$ cat src/rtl/exc_ctrl_pkg.sv
`default_nettype none
// ============================================================================
//  Module   : exc_ctrl_pkg
//  Purpose  : Shared definitions for the exception resolution stage:
//             exception codes, CP0 register indices, MEM exception flag bit
//             positions and the controller state encoding.
//  Ports    : none (package)
//  Revision : 1.0 - initial release
// ============================================================================
package exc_ctrl_pkg;

   // Width of the hardware interrupt bus
   localparam int INT_W = 6;

   // Exception codes driven to CP0 (zero means "no exception")
   localparam logic [31:0] EXC_NONE     = 32'h0000_0000;
   localparam logic [31:0] EXC_INT      = 32'h0000_0001;
   localparam logic [31:0] EXC_SYSCALL  = 32'h0000_0008;
   localparam logic [31:0] EXC_INVALID  = 32'h0000_000a;
   localparam logic [31:0] EXC_OVERFLOW = 32'h0000_000c;
   localparam logic [31:0] EXC_TRAP     = 32'h0000_000d;
   localparam logic [31:0] EXC_ERET     = 32'h0000_000e;

   // CP0 register indices that may be bypassed from WB
   localparam logic [4:0] CP0_STATUS = 5'd12;
   localparam logic [4:0] CP0_CAUSE  = 5'd13;
   localparam logic [4:0] CP0_EPC    = 5'd14;

   // Bit positions inside mem_exc_flags_i
   localparam int FLAG_SYSCALL  = 0;
   localparam int FLAG_INVALID  = 1;
   localparam int FLAG_TRAP     = 2;
   localparam int FLAG_OVERFLOW = 3;
   localparam int FLAG_ERET     = 4;

   // Controller states
   typedef enum logic [1:0] {
      ST_IDLE  = 2'd0,
      ST_FLUSH = 2'd1,
      ST_HOLD  = 2'd2
   } state_t;

endpackage : exc_ctrl_pkg
`default_nettype wire

$ cat src/rtl/exc_ctrl_int_sync.sv
`default_nettype none
// ============================================================================
//  Module   : int_sync
//  Purpose  : Multi-flop synchroniser for the asynchronous interrupt lines.
//             int_sync_o is ext_int_i delayed by SYNC_STAGES clock edges.
//  Ports    : clk        - rising-edge clock
//             rst        - synchronous active-low reset
//             ext_int_i  - asynchronous interrupt lines
//             int_sync_o - synchronised interrupt lines
//  Revision : 1.0 - initial release
// ============================================================================
module int_sync
   import exc_ctrl_pkg::*;
#(
   parameter int SYNC_STAGES = 2   // must be at least 2 for metastability margin
) (
   input  logic             clk,
   input  logic             rst,
   input  logic [INT_W-1:0] ext_int_i,
   output logic [INT_W-1:0] int_sync_o
);

   logic [INT_W-1:0] sync_q [SYNC_STAGES];
   logic [INT_W-1:0] sync_d [SYNC_STAGES];

   // Shift chain: stage 0 captures the raw lines, each later stage copies
   // the one before it.
   always_comb begin
      sync_d[0] = ext_int_i;
      for (int i = 1; i < SYNC_STAGES; i++) begin
         sync_d[i] = sync_q[i-1];
      end
   end

   always_ff @(posedge clk) begin
      if (!rst) begin
         for (int i = 0; i < SYNC_STAGES; i++) begin
            sync_q[i] <= '0;
         end
      end else begin
         sync_q <= sync_d;
      end
   end

   assign int_sync_o = sync_q[SYNC_STAGES-1];

endmodule : int_sync
`default_nettype wire

$ cat src/rtl/exc_ctrl.sv
`default_nettype none
// ============================================================================
//  Module   : exc_ctrl
//  Purpose  : Exception resolution between the MEM stage and CP0. Merges MEM
//             exception flags with CP0 state (bypassing in-flight WB mtc0
//             writes), picks one exception code, drives CP0's exception
//             inputs and issues a one-cycle flush with the redirect PC, then
//             blocks further events for one more cycle while CP0 sets EXL.
//  Ports    : clk, rst (sync active-low)
//             ext_int_i / int_sync_o            - interrupt lines in / to CP0
//             mem_valid_i, mem_exc_flags_i,
//             mem_inst_addr_i, mem_in_delayslot_i - MEM stage info
//             cp0_status_i, cp0_cause_i, cp0_epc_i - CP0 state
//             wb_cp0_we_i, wb_cp0_waddr_i,
//             wb_cp0_data_i                      - WB mtc0 bypass
//             excepttype_o, cur_inst_addr_o,
//             is_in_delayslot_o                  - exception info to CP0
//             flush_o, new_pc_o                  - pipeline redirect
//             busy_o                             - high in FLUSH and HOLD
//  Revision : 1.0 - initial release
// ============================================================================
module exc_ctrl
   import exc_ctrl_pkg::*;
#(
   parameter logic [31:0] EXC_VECTOR  = 32'h0000_0020,
   parameter int          SYNC_STAGES = 2
) (
   input  logic             clk,
   input  logic             rst,
   input  logic [INT_W-1:0] ext_int_i,
   output logic [INT_W-1:0] int_sync_o,
   input  logic             mem_valid_i,
   input  logic [4:0]       mem_exc_flags_i,
   input  logic [31:0]      mem_inst_addr_i,
   input  logic             mem_in_delayslot_i,
   input  logic [31:0]      cp0_status_i,
   input  logic [31:0]      cp0_cause_i,
   input  logic [31:0]      cp0_epc_i,
   input  logic             wb_cp0_we_i,
   input  logic [4:0]       wb_cp0_waddr_i,
   input  logic [31:0]      wb_cp0_data_i,
   output logic [31:0]      excepttype_o,
   output logic [31:0]      cur_inst_addr_o,
   output logic             is_in_delayslot_o,
   output logic             flush_o,
   output logic [31:0]      new_pc_o,
   output logic             busy_o
);

   // ------------------------------------------------------------------
   // Interrupt synchroniser
   // ------------------------------------------------------------------
   int_sync #(
      .SYNC_STAGES (SYNC_STAGES)
   ) u_int_sync (
      .clk        (clk),
      .rst        (rst),
      .ext_int_i  (ext_int_i),
      .int_sync_o (int_sync_o)
   );

   // ------------------------------------------------------------------
   // Effective CP0 values with WB mtc0 bypass
   // ------------------------------------------------------------------
   logic [31:0] eff_status;
   logic [31:0] eff_cause;
   logic [31:0] eff_epc;
   logic        int_pending;
   logic [31:0] exc_code;

   always_comb begin
      eff_status = cp0_status_i;
      eff_cause  = cp0_cause_i;
      eff_epc    = cp0_epc_i;
      if (wb_cp0_we_i) begin
         if (wb_cp0_waddr_i == CP0_STATUS) eff_status = wb_cp0_data_i;
         if (wb_cp0_waddr_i == CP0_EPC)    eff_epc    = wb_cp0_data_i;
         // Only the software-interrupt bits of Cause are writable by mtc0
         if (wb_cp0_waddr_i == CP0_CAUSE)  eff_cause[9:8] = wb_cp0_data_i[9:8];
      end
   end

   // IM[7:2] masks the hardware lines, IM[1:0] the software bits of Cause.
   // Interrupts need IE=1 and no exception already in progress (EXL=0).
   assign int_pending = (({int_sync_o, eff_cause[9:8]} & eff_status[15:8]) != 8'h00)
                        && eff_status[0] && !eff_status[1];

   // Fixed priority selection
   always_comb begin
      if (int_pending)                          exc_code = EXC_INT;
      else if (mem_exc_flags_i[FLAG_SYSCALL])   exc_code = EXC_SYSCALL;
      else if (mem_exc_flags_i[FLAG_INVALID])   exc_code = EXC_INVALID;
      else if (mem_exc_flags_i[FLAG_TRAP])      exc_code = EXC_TRAP;
      else if (mem_exc_flags_i[FLAG_OVERFLOW])  exc_code = EXC_OVERFLOW;
      else if (mem_exc_flags_i[FLAG_ERET])      exc_code = EXC_ERET;
      else                                      exc_code = EXC_NONE;
   end

   // Bits of the effective registers that play no part in the decision
   logic unused_bits;
   assign unused_bits = ^{eff_status[31:16], eff_status[7:2],
                          eff_cause[31:10], eff_cause[7:0]};

   // ------------------------------------------------------------------
   // Controller: IDLE -> FLUSH -> HOLD -> IDLE, all outputs registered
   // ------------------------------------------------------------------
   state_t      state_q,           state_d;
   logic [31:0] excepttype_q,      excepttype_d;
   logic [31:0] cur_inst_addr_q,   cur_inst_addr_d;
   logic        is_in_delayslot_q, is_in_delayslot_d;
   logic        flush_q,           flush_d;
   logic [31:0] new_pc_q,          new_pc_d;

   always_comb begin
      state_d           = state_q;
      excepttype_d      = EXC_NONE;
      cur_inst_addr_d   = 32'h0;
      is_in_delayslot_d = 1'b0;
      flush_d           = 1'b0;
      new_pc_d          = 32'h0;
      case (state_q)
         ST_IDLE: begin
            if (mem_valid_i && (exc_code != EXC_NONE)) begin
               excepttype_d      = exc_code;
               cur_inst_addr_d   = mem_inst_addr_i;
               is_in_delayslot_d = mem_in_delayslot_i;
               flush_d           = 1'b1;
               new_pc_d          = (exc_code == EXC_ERET) ? eff_epc : EXC_VECTOR;
               state_d           = ST_FLUSH;
            end
         end
         // Events seen here are dropped: the flush discards their instructions
         ST_FLUSH: state_d = ST_HOLD;
         // Gives CP0 one cycle to commit EXL before a new decision
         ST_HOLD:  state_d = ST_IDLE;
         default:  state_d = ST_IDLE;
      endcase
   end

   always_ff @(posedge clk) begin
      if (!rst) begin
         state_q           <= ST_IDLE;
         excepttype_q      <= EXC_NONE;
         cur_inst_addr_q   <= 32'h0;
         is_in_delayslot_q <= 1'b0;
         flush_q           <= 1'b0;
         new_pc_q          <= 32'h0;
      end else begin
         state_q           <= state_d;
         excepttype_q      <= excepttype_d;
         cur_inst_addr_q   <= cur_inst_addr_d;
         is_in_delayslot_q <= is_in_delayslot_d;
         flush_q           <= flush_d;
         new_pc_q          <= new_pc_d;
      end
   end

   assign excepttype_o      = excepttype_q;
   assign cur_inst_addr_o   = cur_inst_addr_q;
   assign is_in_delayslot_o = is_in_delayslot_q;
   assign flush_o           = flush_q;
   assign new_pc_o          = new_pc_q;
   assign busy_o            = (state_q != ST_IDLE);

endmodule : exc_ctrl
`default_nettype wire

$ cat config.mk
export PLATFORM = sky130hd
export DESIGN_NAME = exc_ctrl
export DESIGN_NICKNAME = d
export VERILOG_FILES = /design/src/rtl/exc_ctrl_pkg.sv /design/src/rtl/exc_ctrl_int_sync.sv /design/src/rtl/exc_ctrl.sv
export SDC_FILE = /design/constraint.sdc
export NUM_CORES = 1
export LEC_CHECK = 0
export BUFFER_PORTS_ARGS = -buffer_cell sky130_fd_sc_hd__buf_2
export CORE_AREA = 2 2 110 112
export DETAILED_ROUTE_END_ITERATION = 12
export DIE_AREA = 0 0 112 114
export PLACE_DENSITY = 0.69
export REMOVE_ABC_BUFFERS = 1
export SYNTH_ARGS = -nofsm -noshare
export SYNTH_HDL_FRONTEND = slang
export SYNTH_SLANG_ARGS = --single-unit
$ cat constraint.sdc
create_clock -name clk -period 3.3 [get_ports clk]
set_clock_uncertainty 0.2 [all_clocks]
set_input_delay 0.495 -clock clk [delete_from_list [all_inputs] [get_ports clk]]
set_output_delay 0.495 -clock clk [all_outputs]
set_load 0.01 [all_outputs]
Word-level counts from Yosys, hierarchy flattened
Cells that the tools add are included.
{"block": "op_classes", "eq_ne": 6, "n_bitwise": 1, "n_mux": 16, "reduce_logical": 11}
{"op": "$mux W32", "count": 2}
{"op": "$eq A32 B4 Y1 const B", "count": 1}
{"op": "$mux W16", "count": 2}
{"op": "$reduce_bool A32 Y1", "count": 1}
{"op": "$mux W4", "count": 6}
{"op": "$eq A5 B4 Y1 const B", "count": 3}
{"op": "$and A8 B8 Y8", "count": 1}
{"op": "$reduce_bool A8 Y1", "count": 1}
{"op": "$mux W2", "count": 3}
{"op": "$mux W6", "count": 1}
{"op": "$pmux W2 S2", "count": 1}
{"op": "$reduce_and A4 Y1", "count": 1}
{"op": "$logic_and A1 B1 Y1", "count": 3}
{"op": "$reduce_and A3 Y1", "count": 1}
{"op": "$eq A2 B1 Y1 const B", "count": 1}
{"op": "$logic_not A2 Y1", "count": 1}
{"op": "$ne A2 B2 Y1 const B", "count": 1}
{"op": "$reduce_and A2 Y1", "count": 1}
{"op": "$reduce_bool A2 Y1", "count": 1}
{"op": "$logic_not A1 Y1", "count": 1}
{"op": "$mux W1", "count": 1}
{"block": "totals", "wordCells": 43, "inputBits": 181, "output_inout_bits": 105, "regBits": 112}

Logic depth before layout (Yosys ltp)
{"block": "depth", "ltp_word": 12, "ltp_mapped": 9, "ltp_nobuf": 6}

Cells and area by module
A second synthesis with hierarchy kept.
{"block": "hier_totals", "cells_unflattened": 293, "hier_area_um2": 3415.8}
{"mod": "exc_ctrl", "cells_each": 268, "area_per_inst_um2": 3079.2, "instances": 1}
{"mod": "int_sync", "cells_each": 25, "area_per_inst_um2": 336.6, "instances": 1}

Worst setup path before layout
OpenSTA, ideal clock, no wires.
{"block": "synth_path", "kind": "input-to-reg", "from": "input port wb_cp0_waddr_i[4]", "to": "register new_pc_q[10] (netlist: new_pc_o[10])", "n_path_buf": 2, "t_required_ns": 3.024, "arrival_time_ns": 2.334, "setup_ns": 0.076, "path_slack_ns": 0.690, "path_stages": 8, "path_cell_list": "nand4b_4 -> nor3_4 -> mux2_2 -> a2111o_1 -> o21ba_1 -> buf_6 -> buf_6 -> nor3_2"}
{"block": "synth_via", "elab_chain_cells": 11}
{"item": "start: declaration", "line": "exc_ctrl.sv:40", "source": "input logic [4:0] wb_cp0_waddr_i,"}
{"item": "$eq A5 B4 Y1 (on tied branches)", "line": "exc_ctrl.sv:79, exc_ctrl.sv:76"}
{"item": "$mux W2 or $mux W16 (tied branches)", "line": "exc_ctrl.sv:79, exc_ctrl.sv:76"}
{"item": "$mux W2 or $mux W16 (tied branches)", "line": "exc_ctrl.sv:75", "source": "if (wb_cp0_we_i) begin"}
{"item": "$and A8 B8 Y8", "line": "exc_ctrl.sv:85", "source": "assign int_pending = (({int_sync_o, eff_cause[9:8]} & eff_status[15:8]) != 8'h00)"}
{"item": "$reduce_bool A8 Y1", "line": "exc_ctrl.sv:85"}
{"item": "$logic_and A1 B1 Y1 (2 in a row)", "line": "exc_ctrl.sv:86", "source": "&& eff_status[0] && !eff_status[1];"}
{"item": "$mux W4", "line": "exc_ctrl.sv:90", "source": "if (int_pending) exc_code = EXC_INT;"}
{"item": "$reduce_bool A32 Y1", "line": "exc_ctrl.sv:123", "source": "if (mem_valid_i && (exc_code != EXC_NONE)) begin"}
{"item": "$logic_and A1 B1 Y1", "line": "exc_ctrl.sv:123"}
{"item": "$reduce_and A4 Y1 (no line)"}
{"item": "end signal: assignment", "line": "exc_ctrl.sv:154", "source": "new_pc_q <= new_pc_d;"}
{"item": "end: declaration", "line": "exc_ctrl.sv:112", "source": "logic [31:0] new_pc_q, new_pc_d;"}
Several ways; a longest one is shown, not always the timed one.
A chain may end at the register's enable or synchronous reset.

Final worst setup path
{"block": "layout_path", "from": "input port wb_cp0_waddr_i[4]", "to": "register new_pc_q[26] (netlist: new_pc_o[26])"}
Same word-level chain as after synthesis.

==> flow_summary.ini <==
[worst_setup_path]
crit_required_ns = 3.35
cp-startpoint = wb_cp0_waddr_i[4]
crit_end = new_pc_o[26]
startpoint_type = input port
timing.rr.start = u_int_sync.int_sync_o[0]
cp_cell_sequence = buf_2, nand4b_4, nor3_4, mux2_2, a2111o_1, o21ba_2, buf_4, nor3_2
worst_path_max_delay_cell = sky130_fd_sc_hd__a2111o_1
crit_type = input port to flip-flop
cpPeakStageDelay_ns = 0.44
worstReg2RegEnd = new_pc_o[26]
crit_path_end_kind = flip-flop
timing.critical_path.fanout_max = 28
r2r_cells = 7
ff2ff_setup_slack_ns = 0.99
worstPathArrival_ns = 2.59

[power]
p_clk_frac = 0.417
total_leakage_power_nw = 2.242
p_int_mw = 1.698
p_sw_frac = 0.2374
power.switching_mw = 0.5288
share_seq_of_total_power = 0.473
power_frac_comb = 0.110
power_per_cell_area_nw_per_um2 = 470.0
vdd_ir_drop_max_v = 0.0002014

[logic_synthesis]
synth_edf_count = 0
synth.most_common_cell = sky130_fd_sc_hd__dfxtp_1
post_synthesis_register_bit_count = 84
yosysUniqueCellTypes = 35
synth-async-reset-ratio = 0
synth.avg_cell_area_sq_um = 10.31
synth.area.top_cells = sky130_fd_sc_hd__dfxtp_1 50%, sky130_fd_sc_hd__mux2i_1 9.7%, sky130_fd_sc_hd__nor3_2 8.6%
synth_largest_type_area_fraction = 0.4956
count_of_warnings_emitted_by_yosys = 0
synth_area_leader_cell = sky130_fd_sc_hd__dfxtp_1
synth.cell_area_sq_um = 3393
synth.cells.most_frequent = 84 x sky130_fd_sc_hd__dfxtp_1, 43 x sky130_fd_sc_hd__nand2_1, 39 x sky130_fd_sc_hd__a21oi_1, 33 x sky130_fd_sc_hd__mux2i_1, 31 x sky130_fd_sc_hd__buf_4
dominantRegCellSynth = sky130_fd_sc_hd__dfxtp_1
synth_cells = 329
synth.yosys.seq_area_share = 0.4956

[place]
dpl.hpwl_um = 6782
portBuffers = 205
preCtsSetupSlack_ns = 0.3867
placed_instance_area_sq_um = 4458
gpl.final_weighted_congestion = 0.7956

[grt]
first_pass_grt_wire_length_um = 13740
grt_usage = 0.1362
overflow = 0
antenna_found_initial = 1
grt_pass1_vias = 2938
grt_max_degree = 38

[clock_network]
post_cts_resize_count = 0
ctsHtreeMaxLevel = 3
cts_hold_buf = 0
clock_transition_at_the_register_clock_pins_on_the_worst_setup_and_hold_paths_after_cts_ns = 0.06
cts-buffers-inserted = 9
cts_num_sinks = 84
cts_tree = done
clock_tree.root_cell = sky130_fd_sc_hd__clkbuf_16
post_cts_setup_inserts = 0
clock_latency_ns = 0.33
maximum_clock_path_buffer_count = 2

[sta]
drv_slew = 0
tightestPinTransition_ns = 0.5209
max_slew_margin = 0.6527
setup_ws_ns = 0.7530
setup_viol_count_final = 0
layout_min_cycle_time_ns = 2.547
fin_crit_sh = 0.7718
timing.final.hold_violations = 0
rsz0062_at_grt = false
fmax_mhz = 392.6

[route]
drt-initial-drc-count = 74
route.antenna.remaining_nets = 0
avgViaCountPerCell = 4.321
postRouteWirelength_um = 8789
top_signal_layer_used = met4
drt-met1-wl_um = 3409
met3_wirelength_um = 967
route.vias.total = 2947
drc = 0
detailroute.wirelength.met2_um = 4222
detailedRoute.firstPassIterationCount = 5
routedWlPerCell_um = 12.89

[layout]
multiInputGateArea_sq_um = 1490
nFillCells = 1167
flow.area_growth_from_synthesis_pct = 39.64
register_area_sq_um = 1682
final_instance_area_sq_um = 4738
fraction_of_layout_instances_using_a_drive_strength_above_1 = 0.5075
design.final.nets = 711

[floorplanning]
die-area_sq_um = 12770
floorplan.die.width_um = 112
initial_util = 0.2897
placement_rows = 40
coreArea_sq_um = 11710
die_height_um = 114
io_pins = 286

[worst_hold_path]
hold_class = input port to flip-flop

[run_status]
status = finished clean

[run]
drv_cap = 0
==> sequential cells by signal, indices dropped and copies added, names as in the netlist <==
| register | cells |
|---|---|
| u_int_sync.int_sync_o | 6 |
| state_q | 2 |
| flush_o | 1 |
| cur_inst_addr_o | 32 |
| u_int_sync.sync_d | 6 |
| is_in_delayslot_o | 1 |
| excepttype_o | 4 |
| new_pc_o | 32 |
==> how the worst min path moves through the flow <==
stage,cells past startpoint,start,endpoint
2_1_floorplan,1,u_int_sync.sync_d[0],u_int_sync.int_sync_o[0]
3_3_place_gp,1,u_int_sync.sync_d[5],u_int_sync.int_sync_o[5]
6_report,2,mem_exc_flags_i[0],excepttype_o[1]
4_1_cts,2,mem_exc_flags_i[0],excepttype_o[1]
3_5_place_dp,1,u_int_sync.sync_d[5],u_int_sync.int_sync_o[5]
5_1_grt,2,mem_exc_flags_i[0],excepttype_o[1]
==> worst max-delay path: cells and delay by family <==
family	cells	cell delay, ns
and+or+nand+nor	3	0.61
muxes	1	0.35
buffers and inverters	2	0.38
AOI/OAI and AO/OA	2	0.73
==> cells by family (layout without fill, tap and decap cells) <==
kind of cell | after synthesis | after routing | synth area share
compound gates | 49 | 49 | 0.08297
flops | 84 | 84 | 0.4956
other cells | 1 | 29 | 0.001105
mux | 37 | 37 | 0.1117
simple gates | 107 | 107 | 0.2069
buf+inv | 51 | 229 | 0.1018
==> power by group through the flow <==
| stage | Combinational [mW] | Sequential [mW] | Clock [mW] |
|---|---|---|---|
| finish | 0.246 | 1.05 | 0.929 |
| global route | 0.273 | 1.05 | 1.01 |
| CTS | 0.249 | 1.05 | 0.966 |
| global placement | 0.242 | 1.07 | 0 |
| floorplan | 0.0986 | 1.09 | 0 |
| detailed placement | 0.248 | 1.07 | 0 |
==> cell usage in the layout (no fill, tap or decap), drive strengths merged, types with 2 or more instances in the layout <==
cell type,Yosys,final
buf,36,213
dfxtp,84,84
nand2,43,43
a21oi,39,39
nor3,34,34
mux2i,33,33
conb,1,28
and2,12,12
clkbuf,14,11
mux2,4,4
nor2,4,4
or2,2,2
nand3,2,2
a31oi,2,2
nand4,2,2
clkinvlp,0,2
clkinv,0,2
nor3b,2,2
==> routing by layer <==
layer  track usage  up-vias
met3       0.05632       18
met4       0.05935        0
met5             0        -
met2        0.2376      159
li1              -     1474
met1        0.1455     1296
==> stage by stage <==
step | power [mW] | setup TNS [ns] | util | hold WS, ns | instances
after floorplan | 1.185 | -86.52 | - | 0.2118 | 306
after global placement | 1.317 | 0 | 0.3807 | 0.2167 | 666
after detailed placement | 1.323 | 0 | 0.3807 | 0.2183 | 666
after CTS | 2.267 | 0 | 0.4044 | 0.1302 | 681
after global routing | 2.340 | 0 | 0.4044 | 0.1290 | 681
final | 2.227 | 0 | 0.4046 | 0.1534 | 682
==> area by class of cell <==
| class | count | share of cell area |
|---|---|---|
| flip-flops and latches | 84 | 0.3549 |
| repair buffers | 213 | 0.2318 |
| multi-input cells | 221 | 0.3145 |
| well taps | 147 | 0.03882 |
| inverters | 1 | 0.0007922 |
| clock buffers | 11 | 0.05334 |
| diodes | 1 | 0.0005281 |
| clock inverters | 4 | 0.005281 |
(Power assumes the default switching activity.)
